==> src/rtl/rv32_writeback.sv <==
// RV32 write-back stage: registers the memory-stage result, aligns/extends load data, counts retirements; 1-cycle latency.
// stall_in holds every output, flush_in squashes the incoming instruction; RV32_WB_BYPASS_EN adds decode operand bypass flags.
module rv32_writeback #(
    parameter int unsigned INSTRET_WIDTH = 64
) (
    input  logic                     clk,
    input  logic                     reset_n,
    input  logic                     stall_in,
    input  logic                     flush_in,
    input  logic                     valid_in,
    input  logic [4:0]               rd_in,
    input  logic                     rd_write_in,
    input  logic [31:0]              result_in,
    input  logic                     mem_read_in,
    input  logic [1:0]               mem_width_in,
    input  logic                     mem_zero_extend_in,
    input  logic [1:0]               mem_addr_lo_in,
    input  logic [31:0]              mem_read_value_in,
`ifdef RV32_WB_BYPASS_EN
    input  logic [4:0]               rs1_in,
    input  logic [4:0]               rs2_in,
    output logic                     rs1_bypass_out,
    output logic                     rs2_bypass_out,
`endif
    output logic [4:0]               rd_out,
    output logic                     rd_writeback_out,
    output logic [31:0]              rd_value_out,
    output logic                     valid_out,
    output logic [INSTRET_WIDTH-1:0] instret_out
);

    logic [4:0]               rd_q, rd_d;
    logic                     wb_q, wb_d;
    logic [31:0]              value_q, value_d;
    logic                     valid_q, valid_d;
    logic [INSTRET_WIDTH-1:0] instret_q, instret_d;

    logic [7:0]  ld_byte;
    logic [15:0] ld_half;
    logic [31:0] load_value;
    logic        retire;

    always_comb begin
        ld_byte = mem_read_value_in[7:0];
        case (mem_addr_lo_in)
            2'd0:    ld_byte = mem_read_value_in[7:0];
            2'd1:    ld_byte = mem_read_value_in[15:8];
            2'd2:    ld_byte = mem_read_value_in[23:16];
            default: ld_byte = mem_read_value_in[31:24];
        endcase
    end

    // Halfword lane uses only addr[1]; misaligned halves never reach this stage.
    assign ld_half = mem_addr_lo_in[1] ? mem_read_value_in[31:16] : mem_read_value_in[15:0];

    always_comb begin
        load_value = mem_read_value_in;
        case (mem_width_in)
            2'b00:   load_value = {{24{~mem_zero_extend_in & ld_byte[7]}}, ld_byte};
            2'b01:   load_value = {{16{~mem_zero_extend_in & ld_half[15]}}, ld_half};
            default: load_value = mem_read_value_in;
        endcase
    end

    assign retire = valid_in & ~stall_in & ~flush_in;

    always_comb begin
        rd_d      = rd_q;
        wb_d      = wb_q;
        value_d   = value_q;
        valid_d   = valid_q;
        instret_d = instret_q + INSTRET_WIDTH'(retire);
        if (flush_in) begin
            valid_d = 1'b0;
            wb_d    = 1'b0;
        end else if (!stall_in) begin
            valid_d = valid_in;
            wb_d    = valid_in & rd_write_in & (rd_in != 5'd0);
            rd_d    = rd_in;
            value_d = mem_read_in ? load_value : result_in;
        end
    end

    always_ff @(posedge clk or negedge reset_n) begin
        if (!reset_n) begin
            rd_q      <= '0;
            wb_q      <= 1'b0;
            value_q   <= '0;
            valid_q   <= 1'b0;
            instret_q <= '0;
        end else begin
            rd_q      <= rd_d;
            wb_q      <= wb_d;
            value_q   <= value_d;
            valid_q   <= valid_d;
            instret_q <= instret_d;
        end
    end

    assign rd_out           = rd_q;
    assign rd_writeback_out = wb_q;
    assign rd_value_out     = value_q;
    assign valid_out        = valid_q;
    assign instret_out      = instret_q;

`ifdef RV32_WB_BYPASS_EN
    assign rs1_bypass_out = wb_q & (rs1_in == rd_q);
    assign rs2_bypass_out = wb_q & (rs2_in == rd_q);
`endif

endmodule

==> config.mk <==
export PLATFORM = sky130hd
export DESIGN_NAME = rv32_writeback
export DESIGN_NICKNAME = d
export VERILOG_FILES = /design/src/rtl/rv32_writeback.sv
export SDC_FILE = /design/constraint.sdc
export NUM_CORES = 1
export LEC_CHECK = 0
export ABC_AREA = 1
export CORE_ASPECT_RATIO = 1.1
export CORE_MARGIN = 2
export CORE_UTILIZATION = 43
export DETAILED_ROUTE_END_ITERATION = 16
export PLACE_DENSITY = 0.77
export SLEW_MARGIN = 20
export SYNTH_ARGS = -nofsm -noshare
export SYNTH_HDL_FRONTEND = slang
export SYNTH_SLANG_ARGS = --single-unit
==> constraint.sdc <==
create_clock -name clk -period 1.6 [get_ports clk]
set_input_delay 0.4 -clock clk [delete_from_list [all_inputs] [get_ports clk]]
set_output_delay 0.4 -clock clk [all_outputs]
set_load 0.05 [all_outputs]
After elaboration in Yosys (flattened, before gate mapping)
Cells that the tools add are included.
{"block": "classes", "addsub": 1, "mux": 8, "n_eq_ne": 4, "reduce_logical": 4, "bitwise_logic": 9}
{"operator": "64-bit by 1-bit adder with 64-bit output", "n": 1}
{"operator": "32-bit one-hot mux with 2 select lines", "n": 1}
{"operator": "32-bit two-way mux", "n": 1}
{"operator": "8-bit one-hot mux with 3 select lines", "n": 1}
{"operator": "16-bit two-way mux", "n": 1}
{"operator": "1-bit AND", "n": 6}
{"operator": "5-bit nonzero test", "n": 1}
{"operator": "2-bit by 1-bit equality test with 1-bit output, second input constant", "n": 2}
{"operator": "2-bit logical NOT", "n": 2}
{"operator": "1-bit two-way mux", "n": 4}
{"operator": "1-bit inverter", "n": 3}
{"operator": "2-bit equality test, second input constant", "n": 1}
{"operator": "2-bit by 1-bit inequality test with 1-bit output, second input constant", "n": 1}
{"operator": "2-bit AND reduction", "n": 1}
{"block": "word_totals", "ff_bits": 103, "in_bits": 81, "wordCells": 31}

Logic depth before layout (Yosys ltp)
Gate-level depths: netlist (run 1).
{"block": "depth", "depth_word": 5, "depth_mapped": 13, "depth_no_buf": 13}

Least setup slack after synthesis (run 1)
Ideal clock, no wire load.
{"block": "synth_path", "path_type": "input to register", "from": "input stall_in", "to": "register instret_q[60] (netlist: instret_out[60])", "t_arrival_ns": 2.140, "required_time_ns": 1.480, "setup_slack_ns": -0.660, "cell_stages": 13, "n_path_buf": 0, "cell_sequence": "nor2_2 > inv_1 > nor2_1 > ha_1 > ha_1 > inv_2 > nor2_4 > inv_2 > nor2_4 > and2_4 > nand2_1 > nand2_1 > nand2_1"}
{"block": "synth_via", "elab_chain_cells": 4}
{"element": "start: declaration", "line_no": "8", "source": "input logic stall_in,"}
{"element": "1-bit inverter (no line)"}
{"element": "1-bit AND (2 in series)", "line_no": "65", "source": "assign retire = valid_in & ~stall_in & ~flush_in;"}
{"element": "64-bit by 1-bit adder with 64-bit output", "line_no": "72", "source": "instret_d = instret_q + INSTRET_WIDTH'(retire);"}
{"element": "via instret_d[60]", "line_no": "36", "source": "logic [INSTRET_WIDTH-1:0] instret_q, instret_d;"}
{"element": "end signal: assignment", "line_no": "96", "source": "instret_q <= instret_d;"}
{"element": "end: declaration", "line_no": "36"}
The timed path passes the listed nets, and every way through them passes these cells.
A chain may end at the register's enable or synchronous reset.

Final worst setup path (run 1)
{"block": "layout_path", "from": "register instret_q[0] (netlist: instret_out[0])", "to": "register instret_q[52] (netlist: instret_out[52])"}
{"block": "layout_via", "elab_chain_cells": 1}
{"element": "64-bit by 1-bit adder with 64-bit output", "line_no": "72"}
{"element": "via instret_d[52]", "line_no": "36"}
The timed path passes the listed nets, and every way through them passes these cells.

==> results of run 1 <==
[report_power, final]
part / internal [µW] / total, µW / switching (µW)
clock: 1220 / 2260 / 1040
combinational: 1260 / 2590 / 1320
sequential: 2800 / 3050 / 249
[registers in the layout, summed over array words and instances, names as in the netlist]
| signal | count |
|---|---|
| instret_out | 64 |
| rd_value_out | 32 |
| rd_out | 5 |
| rd_writeback_out | 1 |
| valid_out | 1 |
[placed cells by master, fill, tap and decap left out, drive strengths merged]
cell             n
nand2          286
buf            234
nor2           189
dfrtp          103
clkdlybuf4s50   74
nand3           66
inv             45
a21oi           33
xnor2           28
o21ai           24
xor2            19
nand3b           9
clkbuf           9
or2              6
nor3             6
and2             6
a21boi           5
clkinv           4
a22oi            3
nand4            2
o21a             2
ha               2
o311ai           1
a31o             1
o22ai            1
bufinv           1
dlygate4sd3      1
dlymetal6s2s     1
dlygate4sd2      1
clkdlybuf4s15    1
[cell usage after synthesis, drive strengths merged]
| master | instances |
|---|---|
| ha | 2 |
| o21a | 2 |
| buf | 11 |
| o22ai | 1 |
| nand3b | 9 |
| and2 | 6 |
| o311ai | 1 |
| xnor2 | 28 |
| xor2 | 19 |
| nor3 | 6 |
| a21oi | 33 |
| a22oi | 3 |
| dfrtp | 103 |
| clkbuf | 12 |
| nor2 | 189 |
| nand3 | 66 |
| o21ai | 24 |
| a31o | 1 |
| a21boi | 5 |
| inv | 43 |
| or2 | 6 |
| nand2 | 286 |
| nand4 | 2 |
[critical path, cell delays in order (launching register included)]
cell	delay [ns]
dfrtp_1	0.40
ha_4	0.18
ha_4	0.16
inv_4	0.05
nor2_4	0.15
inv_4	0.07
nor3_4	0.23
nand3_1	0.13
nand2_1	0.09
nand2_1	0.06
[metal layers]
metal  global-route usage (%)  part of all wire, %  vias up
met4                     20.4                  5.9        0
li1                         -                    -     3305
met3                     6.78                  7.4       72
met1                     33.7                   35     3277
met2                     56.1                   51      348
met5                        0                    0        -
[stage by stage]
stage	util [%]	setup TNS [ns]	instance area (µm²)
6_report	77.2	-0.0857	10700
5_1_grt	77.2	-0.930	10700
4_1_cts	75.6	-0.000451	10500
3_5_place_dp	73.2	-48.05	10200
3_3_place_gp	73.2	-43.91	10200
2_1_floorplan	-	-5.18	6240
[repair_timing]
action / 4_1_cts / 5_1_grt
endpoints found under the hold margin: 9 / 0
pin swaps: 6 / 11
setup buffers: 4 / 11
setup endpoints to repair: 67 / 49
cloned: 0 / 0
hold buffers: 1 / 0
gates resized for setup: 13 / 50
[cell families (layout without fill, tap and decap cells)]
group,after synthesis,count (layout),synth area share (%)
AND/OR/NAND/NOR,570,570,40.0
adder cells (fa/ha/maj),2,2,0.406
XOR/XNOR,47,47,6.92
buffers and inverters,66,371,4.53
AO/OA/AOI/OAI,70,70,6.29
flip-flops,103,103,41.8
[final cells by class]
type                       instances  area, µm²
timing repair buffer             312       3960
multi-input combinational        689       3470
fill                             969       3180
sequential                       103       2610
tap                              188        235
clock buffer                       9        225
inverter                          43        166
clock inverter                     7       71.3
[worst paths after layout]
kind,startpoint,end,slack (ns),depth (start not counted)
max reg2reg,instret_out[0],instret_out[52],-0.04,9
max,instret_out[0],instret_out[52],-0.04,9
max in group asynchronous,reset_n,instret_out[26],0.64,3
min in group asynchronous,reset_n,instret_out[4],0.44,2
min reg2reg,instret_out[2],instret_out[2],0.52,1
min,flush_in,rd_writeback_out,0.31,4
==> metrics.md, run 1 <==
| Metric | Value |
|---|---|
| Starting Density | `44.3%` |
| Cell chosen for the clock root | `clkbuf_16` |
| RSZ-0062 raised after global routing | `yes` |
| Max-slew headroom | `60.4%` |
| Vias | `roughly 7000` |
| CTS sink count | `~100` |
| Chip height | `130 µm` |
| Gr usage total | `31.3%` |
| Ranking of synthesized cells by area | `dfrtp_1 (42%), nand2_1 (17%), nor2_1 (10%), nand3_1 (5.2%), xnor2_1 (4.0%)` |
| Crit path kind | `reg -> reg` |
| CP endpoint kind | `register` |
| CTS clk-pin slew, worst paths | `roughly 0.070 ns` |
| DRC | `0` |
| Maximum clock frequency | `a little over 600 MHz` |
| Dpl ws | `-0.770 ns` |
| Row count | `45` |
| Status | `complete, but fails checks` |
| Maxcap violations | `0` |
| TritonCTS Buffers | `9` |
| P_leak | `0.00486 µW` |
| I/O Buffers | `between 150 and 200` |
| 1st-iter DRT viols | `444` |
| Overall Power | `7900 µW` |
| Worst setup margin | `-0.0447 ns` |
| Final Cycle Share | `103%` |
| Routed WL per cell | `about 18 µm` |
| Dpl cells | `1319` |
| Syn Inst Count | `between 800 and 900` |
| Share of cells above drive strength 1 | `~31%` |
| Post-DRT Antenna Nets | `0` |
| P per Cell Area | `736 nW/µm²` |
| CTS tree | `built` |
| Dominant cell type by area after synthesis | `dfrtp_1` |
| Core ar. | `13900 µm²` |
| CP Data Arrival Time | `1.89 ns` |
| Post-layout minimum cycle time | `~1.6 ns` |
| Diode count | `0` |
| Vias in the first global route | `7277` |
| Final setup fails | `2` |
| IO Count | `approximately 180` |
| Vias per cell | `5.18` |
| 1st-pass router iterations | `5` |
| Final slew viol count | `0` |
| Failing checks | `negative setup slack` |
| Final nets | `1241` |
| Detailed placer's ending HPWL | `18700 µm` |
| Peak supply drop | `0.605 mV` |
| Unique masters post-synth | `38` |
| Die area | `15300 µm²` |
| Final hold vios | `0` |
| Clock skew | `0.00664 ns` |
| Hold slack final | `0.311 ns` |
| Synth Warn # | `0` |
| Syn_area_per_cell | `around 7.2 µm²` |
| Post-synthesis register bit count | `103` |
| Area grow syn2layout | `74.1%` |
| Non-Filler Instances | `1351` |
| Req. time, crit path | `1.84 ns` |
| Routability cong. | `1.00` |
| Synthesized cell area | `6160 µm²` |
| Pin count of the biggest net entering global routing | `between 50 and 60` |
| Worst min-delay path class | `in -> reg` |
| Clock Path Buffers | `2` |
| Grt ovf | `0` |
| Initial antenna violation count | `0` |
| Worst-path fanout max | `3` |
| Worst Tran Pin Value | `0.594 ns` |
| H-tree Lvls | `3` |
| Clk_lat worst skew | `0.36 ns` |
| Chip width | `between 100 and 150 µm` |
| Startpoint types | `register` |
| Syn_nets | `roughly 940` |
| Post-Route WL | `23600 µm` |
| Seq/Total Area, Yosys | `a little over two fifths` |
| First-pass GRT wire length | `37200 µm` |
| Top-area cell type share of the netlist area | `41.8%` |
(Power assumes the default switching activity.)
==> run 2: changes to the inputs <==
Settings changed: TNS_END_PERCENT set to 100.
==> results of run 2 <==
Final layout, timing and power as in run 1 (identical DEF).
